## src/rtl/hs32_prefetch_if.sv

```systemverilog
// hs32_prefetch_if: bundles the prefetch stage's memory-arbiter, decoder
// and redirect signals. The master modport is the prefetch stage itself;
// the slave modport is its environment (arbiter, decoder, pipeline control).
// Optional macro HS32_PREFETCH_PCTAG_EN adds the pcd fetch-address output.
interface hs32_prefetch_if #(
    parameter int unsigned XLEN = 32
);
    // Memory arbiter side
    logic [XLEN-1:0] addr;
    logic            reqm;
    logic [XLEN-1:0] dtr;
    logic            ackm;
    // Decoder side
    logic [XLEN-1:0] instd;
    logic            ackd;
    logic            reqd;
    // Redirect from the pipeline controller
    logic [XLEN-1:0] newpc;
    logic            flush;
`ifdef HS32_PREFETCH_PCTAG_EN
    logic [XLEN-1:0] pcd;

    modport master (
        output addr, reqm, instd, ackd, pcd,
        input  dtr, ackm, reqd, newpc, flush
    );

    modport slave (
        input  addr, reqm, instd, ackd, pcd,
        output dtr, ackm, reqd, newpc, flush
    );
`else
    modport master (
        output addr, reqm, instd, ackd,
        input  dtr, ackm, reqd, newpc, flush
    );

    modport slave (
        input  addr, reqm, instd, ackd,
        output dtr, ackm, reqd, newpc, flush
    );
`endif
endinterface

```

## src/rtl/hs32_prefetch.sv

```systemverilog
// hs32_prefetch: sequential instruction prefetcher for the hs32 core.
// Issues one outstanding read at a time to the memory arbiter, buffers the
// returned words in a DEPTH-entry FIFO for the decoder, and throttles new
// requests so that buffered words plus the outstanding read never exceed
// DEPTH. A flush redirects the PC; a read already in flight when the flush
// arrives is completed and its data discarded (DRAIN state).
// DEPTH must be a power of two >= 2 with PBITS = log2(DEPTH).
// Optional macro HS32_PREFETCH_PCTAG_EN: adds pcd, the fetch address of
// the word currently on instd, held in a parallel tag FIFO.
module hs32_prefetch #(
    parameter int unsigned     XLEN     = 32,
    parameter int unsigned     DEPTH    = 4,
    parameter int unsigned     PBITS    = 2,
    parameter logic [XLEN-1:0] RESET_PC = '0,
    parameter int unsigned     PC_STEP  = 4
) (
    input  logic            clk,
    input  logic            reset_n,
    hs32_prefetch_if.master bus
);

    typedef enum logic [1:0] {
        ST_IDLE  = 2'd0,   // no request outstanding
        ST_REQ   = 2'd1,   // request outstanding, data will be kept
        ST_DRAIN = 2'd2    // request outstanding, data will be discarded
    } state_t;

    localparam logic [PBITS:0]  DEPTH_P = (PBITS+1)'(DEPTH);
    localparam logic [PBITS:0]  ONE_P   = (PBITS+1)'(1);
    localparam logic [XLEN-1:0] STEP_P  = XLEN'(PC_STEP);

    state_t          r_state;
    logic [XLEN-1:0] r_pc;      // address of the next word to keep
    logic [XLEN-1:0] r_addr;    // address presented to the arbiter
    logic [PBITS:0]  r_wp;
    logic [PBITS:0]  r_rp;
    logic [XLEN-1:0] r_fifo [DEPTH];
`ifdef HS32_PREFETCH_PCTAG_EN
    logic [XLEN-1:0] r_tag  [DEPTH];
`endif

    state_t          w_state_n;
    logic [XLEN-1:0] w_pc_n;
    logic [XLEN-1:0] w_addr_n;
    logic [PBITS:0]  w_wp_n;
    logic [PBITS:0]  w_rp_n;
    logic [XLEN-1:0] w_pc_inc;
    logic [PBITS:0]  w_fill;
    logic [PBITS:0]  w_fill_next;
    logic            w_ackd;
    logic            w_push;
    logic            w_pop;
    logic            w_credit;

    // Occupancy and handshake qualifiers. Pointers carry one extra wrap bit
    // so a full FIFO (fill == DEPTH) is distinguishable from an empty one.
    always_comb begin
        w_fill      = r_wp - r_rp;
        w_ackd      = (w_fill != '0);
        w_push      = (r_state == ST_REQ) && bus.ackm && !bus.flush;
        w_pop       = w_ackd && bus.reqd && !bus.flush;
        w_fill_next = w_fill + (PBITS+1)'(w_push) - (PBITS+1)'(w_pop);
        // After this edge the FIFO holds w_fill_next words; one more request
        // may be in flight only if that still leaves room for its data.
        w_credit    = (w_fill_next < DEPTH_P);
        w_pc_inc    = r_pc + STEP_P;
    end

    // Next-state, pointer and fetch-address logic.
    always_comb begin
        // NOTE: every variable gets a default before any branch so no path
        // leaves it unassigned, which would otherwise infer a latch.
        w_state_n = r_state;
        w_pc_n    = r_pc;
        w_addr_n  = r_addr;
        w_wp_n    = w_push ? (r_wp + ONE_P) : r_wp;
        w_rp_n    = w_pop  ? (r_rp + ONE_P) : r_rp;

        if (bus.flush) begin
            // Redirect: buffered words are stale, so empty the FIFO.
            w_wp_n = '0;
            w_rp_n = '0;
            w_pc_n = bus.newpc;
            case (r_state)
                ST_IDLE: begin
                    w_state_n = ST_REQ;
                    w_addr_n  = bus.newpc;
                end
                ST_REQ, ST_DRAIN: begin
                    if (bus.ackm) begin
                        // The in-flight word returns on this very edge and
                        // is dropped, so the redirect can issue right away.
                        w_state_n = ST_REQ;
                        w_addr_n  = bus.newpc;
                    end else begin
                        // Keep addr stable until the stale read completes.
                        w_state_n = ST_DRAIN;
                    end
                end
                default: w_state_n = ST_IDLE;
            endcase
        end else begin
            case (r_state)
                ST_IDLE: begin
                    if (w_credit) begin
                        w_state_n = ST_REQ;
                        w_addr_n  = r_pc;
                    end
                end
                ST_REQ: begin
                    if (bus.ackm) begin
                        w_pc_n = w_pc_inc;
                        if (w_credit) begin
                            w_addr_n = w_pc_inc;
                        end else begin
                            w_state_n = ST_IDLE;
                        end
                    end
                end
                ST_DRAIN: begin
                    if (bus.ackm) begin
                        w_state_n = ST_REQ;
                        w_addr_n  = r_pc;
                    end
                end
                default: w_state_n = ST_IDLE;
            endcase
        end
    end

    // State register, PC, fetch address and FIFO pointers.
    always_ff @(posedge clk or negedge reset_n) begin
        if (!reset_n) begin
            r_state <= ST_IDLE;
            r_pc    <= RESET_PC;
            r_addr  <= RESET_PC;
            r_wp    <= '0;
            r_rp    <= '0;
        end else begin
            // NOTE: non-blocking assignments so every register samples the
            // pre-edge values, independent of statement order.
            r_state <= w_state_n;
            r_pc    <= w_pc_n;
            r_addr  <= w_addr_n;
            r_wp    <= w_wp_n;
            r_rp    <= w_rp_n;
        end
    end

    // Instruction storage, written with the returned word on each push.
    // NOTE: the data array is deliberately not reset; an entry is only read
    // out while ackd=1, i.e. after it has been written.
    always_ff @(posedge clk) begin
        if (w_push) begin
            r_fifo[r_wp[PBITS-1:0]] <= bus.dtr;
        end
    end

`ifdef HS32_PREFETCH_PCTAG_EN
    // Fetch-address tags, written alongside the data with the same pointers.
    // Cleared on reset so pcd shows RESET_PC until the first word arrives.
    always_ff @(posedge clk or negedge reset_n) begin
        if (!reset_n) begin
            for (int i = 0; i < int'(DEPTH); i++) begin
                r_tag[i] <= RESET_PC;
            end
        end else if (w_push) begin
            r_tag[r_wp[PBITS-1:0]] <= r_addr;
        end
    end

    assign bus.pcd = r_tag[r_rp[PBITS-1:0]];
`endif

    assign bus.addr  = r_addr;
    assign bus.reqm  = (r_state != ST_IDLE);
    assign bus.instd = r_fifo[r_rp[PBITS-1:0]];
    assign bus.ackd  = w_ackd;

endmodule

```

## src/flat_wrapper.sv

```systemverilog
// flat-port wrapper written by rule: the top's interface ports become plain ports
module hs32_prefetch_flat 
#(
    parameter int unsigned     XLEN     = 32,
    parameter int unsigned     DEPTH    = 4,
    parameter int unsigned     PBITS    = 2,
    parameter logic [XLEN-1:0] RESET_PC = '0,
    parameter int unsigned     PC_STEP  = 4
)
  (clk, reset_n, bus_addr, bus_reqm, bus_instd, bus_ackd, bus_dtr, bus_ackm, bus_reqd, bus_newpc, bus_flush);
  hs32_prefetch_if #(.XLEN(XLEN)) bus_i ();
  input  logic clk;
  input  logic reset_n;
  output wire logic [$bits(bus_i.addr)-1:0] bus_addr;
  output wire logic [$bits(bus_i.reqm)-1:0] bus_reqm;
  output wire logic [$bits(bus_i.instd)-1:0] bus_instd;
  output wire logic [$bits(bus_i.ackd)-1:0] bus_ackd;
  input wire logic [$bits(bus_i.dtr)-1:0] bus_dtr;
  input wire logic [$bits(bus_i.ackm)-1:0] bus_ackm;
  input wire logic [$bits(bus_i.reqd)-1:0] bus_reqd;
  input wire logic [$bits(bus_i.newpc)-1:0] bus_newpc;
  input wire logic [$bits(bus_i.flush)-1:0] bus_flush;
  assign bus_addr = bus_i.addr;
  assign bus_reqm = bus_i.reqm;
  assign bus_instd = bus_i.instd;
  assign bus_ackd = bus_i.ackd;
  assign bus_i.dtr = bus_dtr;
  assign bus_i.ackm = bus_ackm;
  assign bus_i.reqd = bus_reqd;
  assign bus_i.newpc = bus_newpc;
  assign bus_i.flush = bus_flush;
  hs32_prefetch #(.XLEN(XLEN), .DEPTH(DEPTH), .PBITS(PBITS), .RESET_PC(RESET_PC), .PC_STEP(PC_STEP)) u_core (.clk(clk), .reset_n(reset_n), .bus(bus_i));
endmodule
```

## config.mk

```make
export PLATFORM = sky130hd
export DESIGN_NAME = hs32_prefetch_flat
export DESIGN_NICKNAME = d
export VERILOG_FILES = /design/src/rtl/hs32_prefetch_if.sv /design/src/rtl/hs32_prefetch.sv /design/src/flat_wrapper.sv
export SDC_FILE = /design/constraint.sdc
export NUM_CORES = 1
export LEC_CHECK = 0
export CAP_MARGIN = 20
export CORE_MARGIN = 2
export CORE_UTILIZATION = 54
export CTS_CLUSTER_SIZE = 20
export DETAILED_ROUTE_END_ITERATION = 6
export GPL_TIMING_DRIVEN = 1
export PLACE_DENSITY = 0.85
export SLEW_MARGIN = 0
export SYNTH_ARGS = -nofsm -noshare
export SYNTH_HDL_FRONTEND = slang
export SYNTH_SLANG_ARGS = --single-unit
```

## constraint.sdc

```tcl
create_clock -name clk -period 4.35 [get_ports clk]
set_input_delay 0.87 -clock clk [delete_from_list [all_inputs] [get_ports clk]]
set_output_delay 0.87 -clock clk [all_outputs]
set_load 0.02 [all_outputs]
```

Word-level counts from Yosys, hierarchy flattened
Memory sizes are Yosys's and may differ from the RTL's.
Cells that the tools add are included.
- register bits after elaboration: 72
- memory bits (writable): 128
- bits of input ports: 69
- output and inout bits: 66
- logic and storage cells: 64
- memories kept: 1
- memory list (memory ; words ; bits a word ; rd ports ; clocked after memory_dff ; write ports ; RTL line ; text):
    u_core.r_fifo ; 4 ; 32 ; 1 ; 0 ; 1 ; hs32_prefetch.sv:37 ; logic [XLEN-1:0] r_fifo [DEPTH];
- $add $sub $neg: 6
- $lt $le $gt $ge: 1
- equal/unequal tests: 9
- multiplexer cells: 25
- reduce and logical (&&, ||, !) cells: 17
- operator list (kind ; count):
    32-bit two-way mux ; 9
    32-bit one-hot mux with 3 select lines ; 1
    32-bit one-hot mux with 2 select lines ; 1
    32-bit by 3-bit adder with 32-bit output (second input constant) ; 1
    2-bit two-way mux ; 6
    3-bit two-way mux ; 4
    3-bit inequality test (second input constant) ; 4
    2-bit nonzero test ; 5
    7-bit AND reduction ; 1
    3-bit by 1-bit adder with 3-bit output (second input constant) ; 2
    3-bit by 2-bit inequality test with 1-bit output (second input constant) ; 2
    2-bit one-hot mux with 3 select lines ; 1
    1-bit logical AND ; 4
    2-bit one-hot mux with 2 select lines ; 1
    4-bit AND reduction ; 1
    4-bit nonzero test ; 1
    3-bit by 1-bit adder with 3-bit output ; 1
    3-bit less-than comparator (second input constant) ; 1
    3-bit by 1-bit inequality test with 1-bit output (second input constant) ; 1
    3-bit nonzero test ; 1
    3-bit by 1-bit subtractor with 3-bit output ; 1
    3-bit subtractor ; 1
    2-bit by 1-bit equality test with 1-bit output (second input constant) ; 1
    2-bit equality test (second input constant) ; 1
    other kinds (5) ; 6

Longest topological paths before layout
- depth in word-level cells: 10
- depth in mapped cells: 16
- gate-level depth less buffers: 15

Worst setup path before layout
No wires, ideal clock.
- kind: reg2reg
- from: register u_core.r_wp[0]
- to: register u_core.r_addr[28] (netlist: u_core.bus.addr[28])
- arrival: 3293 ps
- required time: 4229 ps
- path slack: 936 ps
- stages on the path, launching flop included: 17
- buffers on the path: 1
- cells stage by stage: dfrtp_1 -> inv_1 -> ha_1 -> fa_1 -> xnor3_1 -> nand3_1 -> nand2_1 -> nor2_1 -> ha_1 -> inv_1 -> ha_1 -> a31oi_2 -> xnor2_2 -> o31ai_4 -> buf_4 -> a21oi_1 -> a22o_1
- word-level cells in the longest chain between the ends: 8
- elaborated cells between the ends (all ways): 10
- classes of those cells: add/sub (3); order compare (1); eq/ne (2); reduce/logical (4)
- ends and longest elaborated chain (item ; RTL line ; text):
    start: declaration ; hs32_prefetch.sv:35 ; logic [PBITS:0] r_wp;
    start signal: assignment ; hs32_prefetch.sv:145 ; r_wp <= w_wp_n;
    3-bit subtractor * ; hs32_prefetch.sv:58 ; w_fill = r_wp - r_rp;
    3-bit nonzero test * ; hs32_prefetch.sv:59 ; w_ackd = (w_fill != '0);
    via bus_ackd ; flat_wrapper.sv:17 ; output wire logic [$bits(bus_i.ackd)-1:0] bus_ackd;
    1-bit logical AND * (2 in series) ; hs32_prefetch.sv:61 ; w_pop = w_ackd && bus.reqd && !bus.flush;
    3-bit by 1-bit subtractor with 3-bit output * ; hs32_prefetch.sv:62 ; w_fill_next = w_fill + (PBITS+1)'(w_push) - (PBITS+1)'(w_pop);
    3-bit less-than comparator * ; hs32_prefetch.sv:65 ; w_credit = (w_fill_next < DEPTH_P);
    3-bit by 2-bit inequality test with 1-bit output (no source line) ; n/a ;
    7-bit AND reduction (no source line) * ; n/a ;
    end signal: assignment ; hs32_prefetch.sv:144 ; r_addr <= w_addr_n;
    end: declaration ; hs32_prefetch.sv:34 ; logic [XLEN-1:0] r_addr;
The timed path passes the listed nets; every way through them passes the cells marked *.
A chain may end at the register's enable or synchronous reset.

Worst setup path in the final report
- from: register u_core.r_wp[0]
- to: register u_core.r_addr[1] (netlist: u_core.bus.addr[1])
- word-level cells in the longest chain between the ends: 8
- elaborated cells between the ends (all ways): 10
- classes of those cells: add/sub (3); order compare (1); eq/ne (2); reduce/logical (4)
- ends and longest elaborated chain (item ; RTL line):
    3-bit subtractor * ; hs32_prefetch.sv:58
    parallel branches: the longest is 3 deep, another holds 3-bit by 1-bit adder with 3-bit output ; n/a
    3-bit by 1-bit subtractor with 3-bit output * ; hs32_prefetch.sv:62
    3-bit less-than comparator * ; hs32_prefetch.sv:65
    3-bit by 2-bit inequality test with 1-bit output (no source line) ; n/a
    7-bit AND reduction (no source line) * ; n/a
Every way passes the cells marked *.

==> metrics.cfg <==
[critical_path]
end_kind = register
cp.depth = 15
worstPathCellList = inv_1, ha_1, fa_1, xnor3_1, nand3_1, nand2_1, nor2_1, ha_1, inv_1, ha_1, a31oi_2, xnor2_2, o31ai_4, buf_4, mux2_2
r2r_end = u_core.bus.addr[1]$_DFFE_PN0P_
r2r_cells = 15
critical_path_required_ns = 4.67
cp_num_buf_inv = 3
path_class = reg -> reg
crit_path_start = u_core.r_wp[0]$_DFFE_PN0P_
slowest_stage = dfrtp_1
r2r_setup_slack_ns = 0.75
slowest_delay_ns = 0.42
r2r-start = u_core.r_wp[0]$_DFFE_PN0P_
start_kind = register
cp_top_family = adder cells
critPathCapture = u_core.bus.addr[1]$_DFFE_PN0P_
cp_common_cell = ha_1
cp_max_fo = 28
critical_path_arrival_ns = 3.92

[synthesis]
synth_top_family_by_area = multiplexers
synth.area.top_cells = edfxtp_1 (43%), dfrtp_1 (20%), mux4_2 (8.0%)
syn-mean-instance-area_um2 = 14.1
synth_top_cell_area_share_pct = 42.7
synth-edff-count = 128
synth_fa_ha_area_share_pct = 2.03
synth_seq_cells = 200
ys_warn_count = 0
ys_seq_area_share_pct = 62.8
yosys.area_share.simple_pct = 9.57
synth_cell_types = 49
synthCells = 640
synthMuxAreaShare_pct = 12.4
synth_nets = 723
synth_ff_type = edfxtp_1
postSynth.asyncResetShare_pct = 36.0
synth_top_cell_by_area = edfxtp_1
synth_compound_area_share_pct = 5.30
synthesis.area_mm2 = 0.00899
synth_xor_xnor_area_share_pct = 5.58

[route]
dr.pass1.iters = 6
drt_iter0_drc = 552
via_per_inst = 5.79
ant_nets = 0
routed_wl_um = 19100
avgRoutedWirePerCell_um = 19.1
num_vias = 5776
drcViolationCount = 0

[timing]
min_period_over_period_pct = 82.6
post-route-min-period_ns = 3.60
setup_tns_ns = 0
worst_slack_ns = 0.755
max-slew-margin-rel_pct = 35.4
fmax_mhz = 278
finClkSkew_ns = 0.00687
rsz0062_at_grt = false
setup_viol = 0
worstMarginPinSlew_ns = 0.968
hold_violations = 0
drv_slew = 0

[placement]
hpwl_um = 12600
port_buffers = 134
place_congestion = 0.864
pre_cts_ws_ns = 0.754

[finish]
multi_input_area_mm2 = 0.00314
antenna_cells = 0
nets = 847
final_common_cell = clkdlybuf4s50_1
seq_area_mm2 = 0.00565
nFillCells = 1089
area_delta_synth_final_pct = 23.2
drive_above_1_share_pct = 13.8
final_core_util_pct = 67.5
layout_common_cells = clkdlybuf4s50_1 (133), edfxtp_1 (128), dfrtp_1 (71)

[power]
p_per_area_mw_per_mm2 = 605
max-vdd-ir-drop_mv = 0.339
p_leak_nw = 3.96
total_power_mw = 6.70

[clock_network]
clock_latency_ns = 0.44
numCtsBuffers = 17
post-cts-setup-buffer-count = 0
path_clk_slew_ns = 0.07
ctsRootBufferMaster = clkbuf_16
cts_max_level = 4
tritoncts = done
post_cts_resized = 0
cts_num_sinks = 200
cts_max_path_buffers = 2
postCtsHoldBufs = 0

[global_route]
grt_pass1_wl_um = 30700
grt_max_degree = 67
grt.overflow.total = 0
antenna_found_initial = 0
grt_pass1_vias = 5984
gr-usage-all-layers_pct = 22.5

[floorplanning]
core_area_mm2 = 0.0164
chipWidth_um = 133
die_y_um = 133
num_rows = 47
initial_core_util_pct = 54.8
dieArea_mm2 = 0.0177
io_pins = 135

[status]
outcome = finished, final reports clean

[hold_path]
hp-class = reg -> reg

[flow_run]
max_cap_violations = 0

## state kept, by name (all words and copies together) (netlist names)
name / count
u_core.r_fifo: 128
u_core.r_pc: 32
u_core.r_wp: 3
u_core.bus.addr: 32
u_core.r_state: 2
u_core.r_rp: 3
## cell usage after synthesis (all sizes together) (6+ instances only)
| master | n |
|---|---|
| inv | 12 |
| buf | 15 |
| edfxtp | 128 |
| o21ai | 32 |
| dfrtp | 72 |
| o31ai | 13 |
| and2 | 6 |
| nand3 | 20 |
| mux2i | 16 |
| mux2 | 21 |
| nor3 | 10 |
| clkbuf | 23 |
| xnor2 | 34 |
| and3 | 11 |
| mux4 | 32 |
| nand2 | 62 |
| xor2 | 19 |
| a21oi | 16 |
| nand4 | 19 |
| ha | 13 |
| nor2 | 32 |
## report_power, final
part | internal (mW) | total, mW | switching [mW]
combinational | 1.25 | 2.67 | 1.43
sequential | 2.32 | 2.52 | 0.196
clock | 0.760 | 1.51 | 0.754
total | 4.33 | 6.70 | 2.38
## worst reg2reg max path: stages (launching register included)
cell and delay (ns):
dfrtp_1 0.42, inv_1 0.11, ha_1 0.21, fa_1 0.37
xnor3_1 0.29, nand3_1 0.17, nand2_1 0.17, nor2_1 0.06
ha_1 0.17, inv_1 0.05, ha_1 0.22, a31oi_2 0.18
xnor2_2 0.14, o31ai_4 0.25, buf_4 0.31, mux2_2 0.38
## through the flow
stage / instances / hold slack, ns / area, um^2
after floorplan: 640 / 0.469 / 8990
after global placement: 965 / 0.465 / 10500
after detailed placement: 965 / 0.474 / 10500
after CTS: 997 / 0.492 / 11100
after global routing: 997 / 0.514 / 11100
final: 997 / 0.484 / 11100
## worst min-delay path by stage
| stage | startpoint | end | slack (ns) | cells past startpoint |
|---|---|---|---|---|
| after CTS | u_core.bus.addr[23]$_DFFE_PN0P_ | u_core.bus.addr[23]$_DFFE_PN0P_ | 0.49 | 2 |
| after global placement | u_core.bus.addr[30]$_DFFE_PN0P_ | u_core.bus.addr[30]$_DFFE_PN0P_ | 0.46 | 2 |
| after global routing | u_core.bus.addr[5]$_DFFE_PN0P_ | u_core.bus.addr[5]$_DFFE_PN0P_ | 0.51 | 2 |
| final | u_core.bus.addr[23]$_DFFE_PN0P_ | u_core.bus.addr[23]$_DFFE_PN0P_ | 0.48 | 2 |
| after detailed placement | u_core.bus.addr[23]$_DFFE_PN0P_ | u_core.bus.addr[23]$_DFFE_PN0P_ | 0.47 | 2 |
| after floorplan | u_core.r_pc[0]$_DFFE_PN0P_ | u_core.r_pc[0]$_DFFE_PN0P_ | 0.47 | 1 |
## kinds of logic (layout without fill, tap and decap cells)
logic type	after synthesis	count (layout)
compound gates	76	76
mux	69	69
fa+ha+maj	14	14
buf+inv	50	187
xor+xnor	54	54
flops	200	200
simple gates	177	177
## routing by layer
layer	track usage, %	vias up	share of wire [%]
met4	8.66	0	2.2
met5	0	-	0
met2	38.6	211	51
met3	4.18	40	4.7
li1	-	2627	-
met1	28.7	2898	42
## area by class of cell
class,instances,share of cell area (%)
Sequential cell,200,51.0
Multi-Input combinational cell,390,28.4
Timing Repair Buffer,143,12.7
Clock buffer,18,3.87
Tap cell,220,2.48
Clock inverter,14,1.23
Inverter,12,0.407
Power figures use the tool's default switching activity.
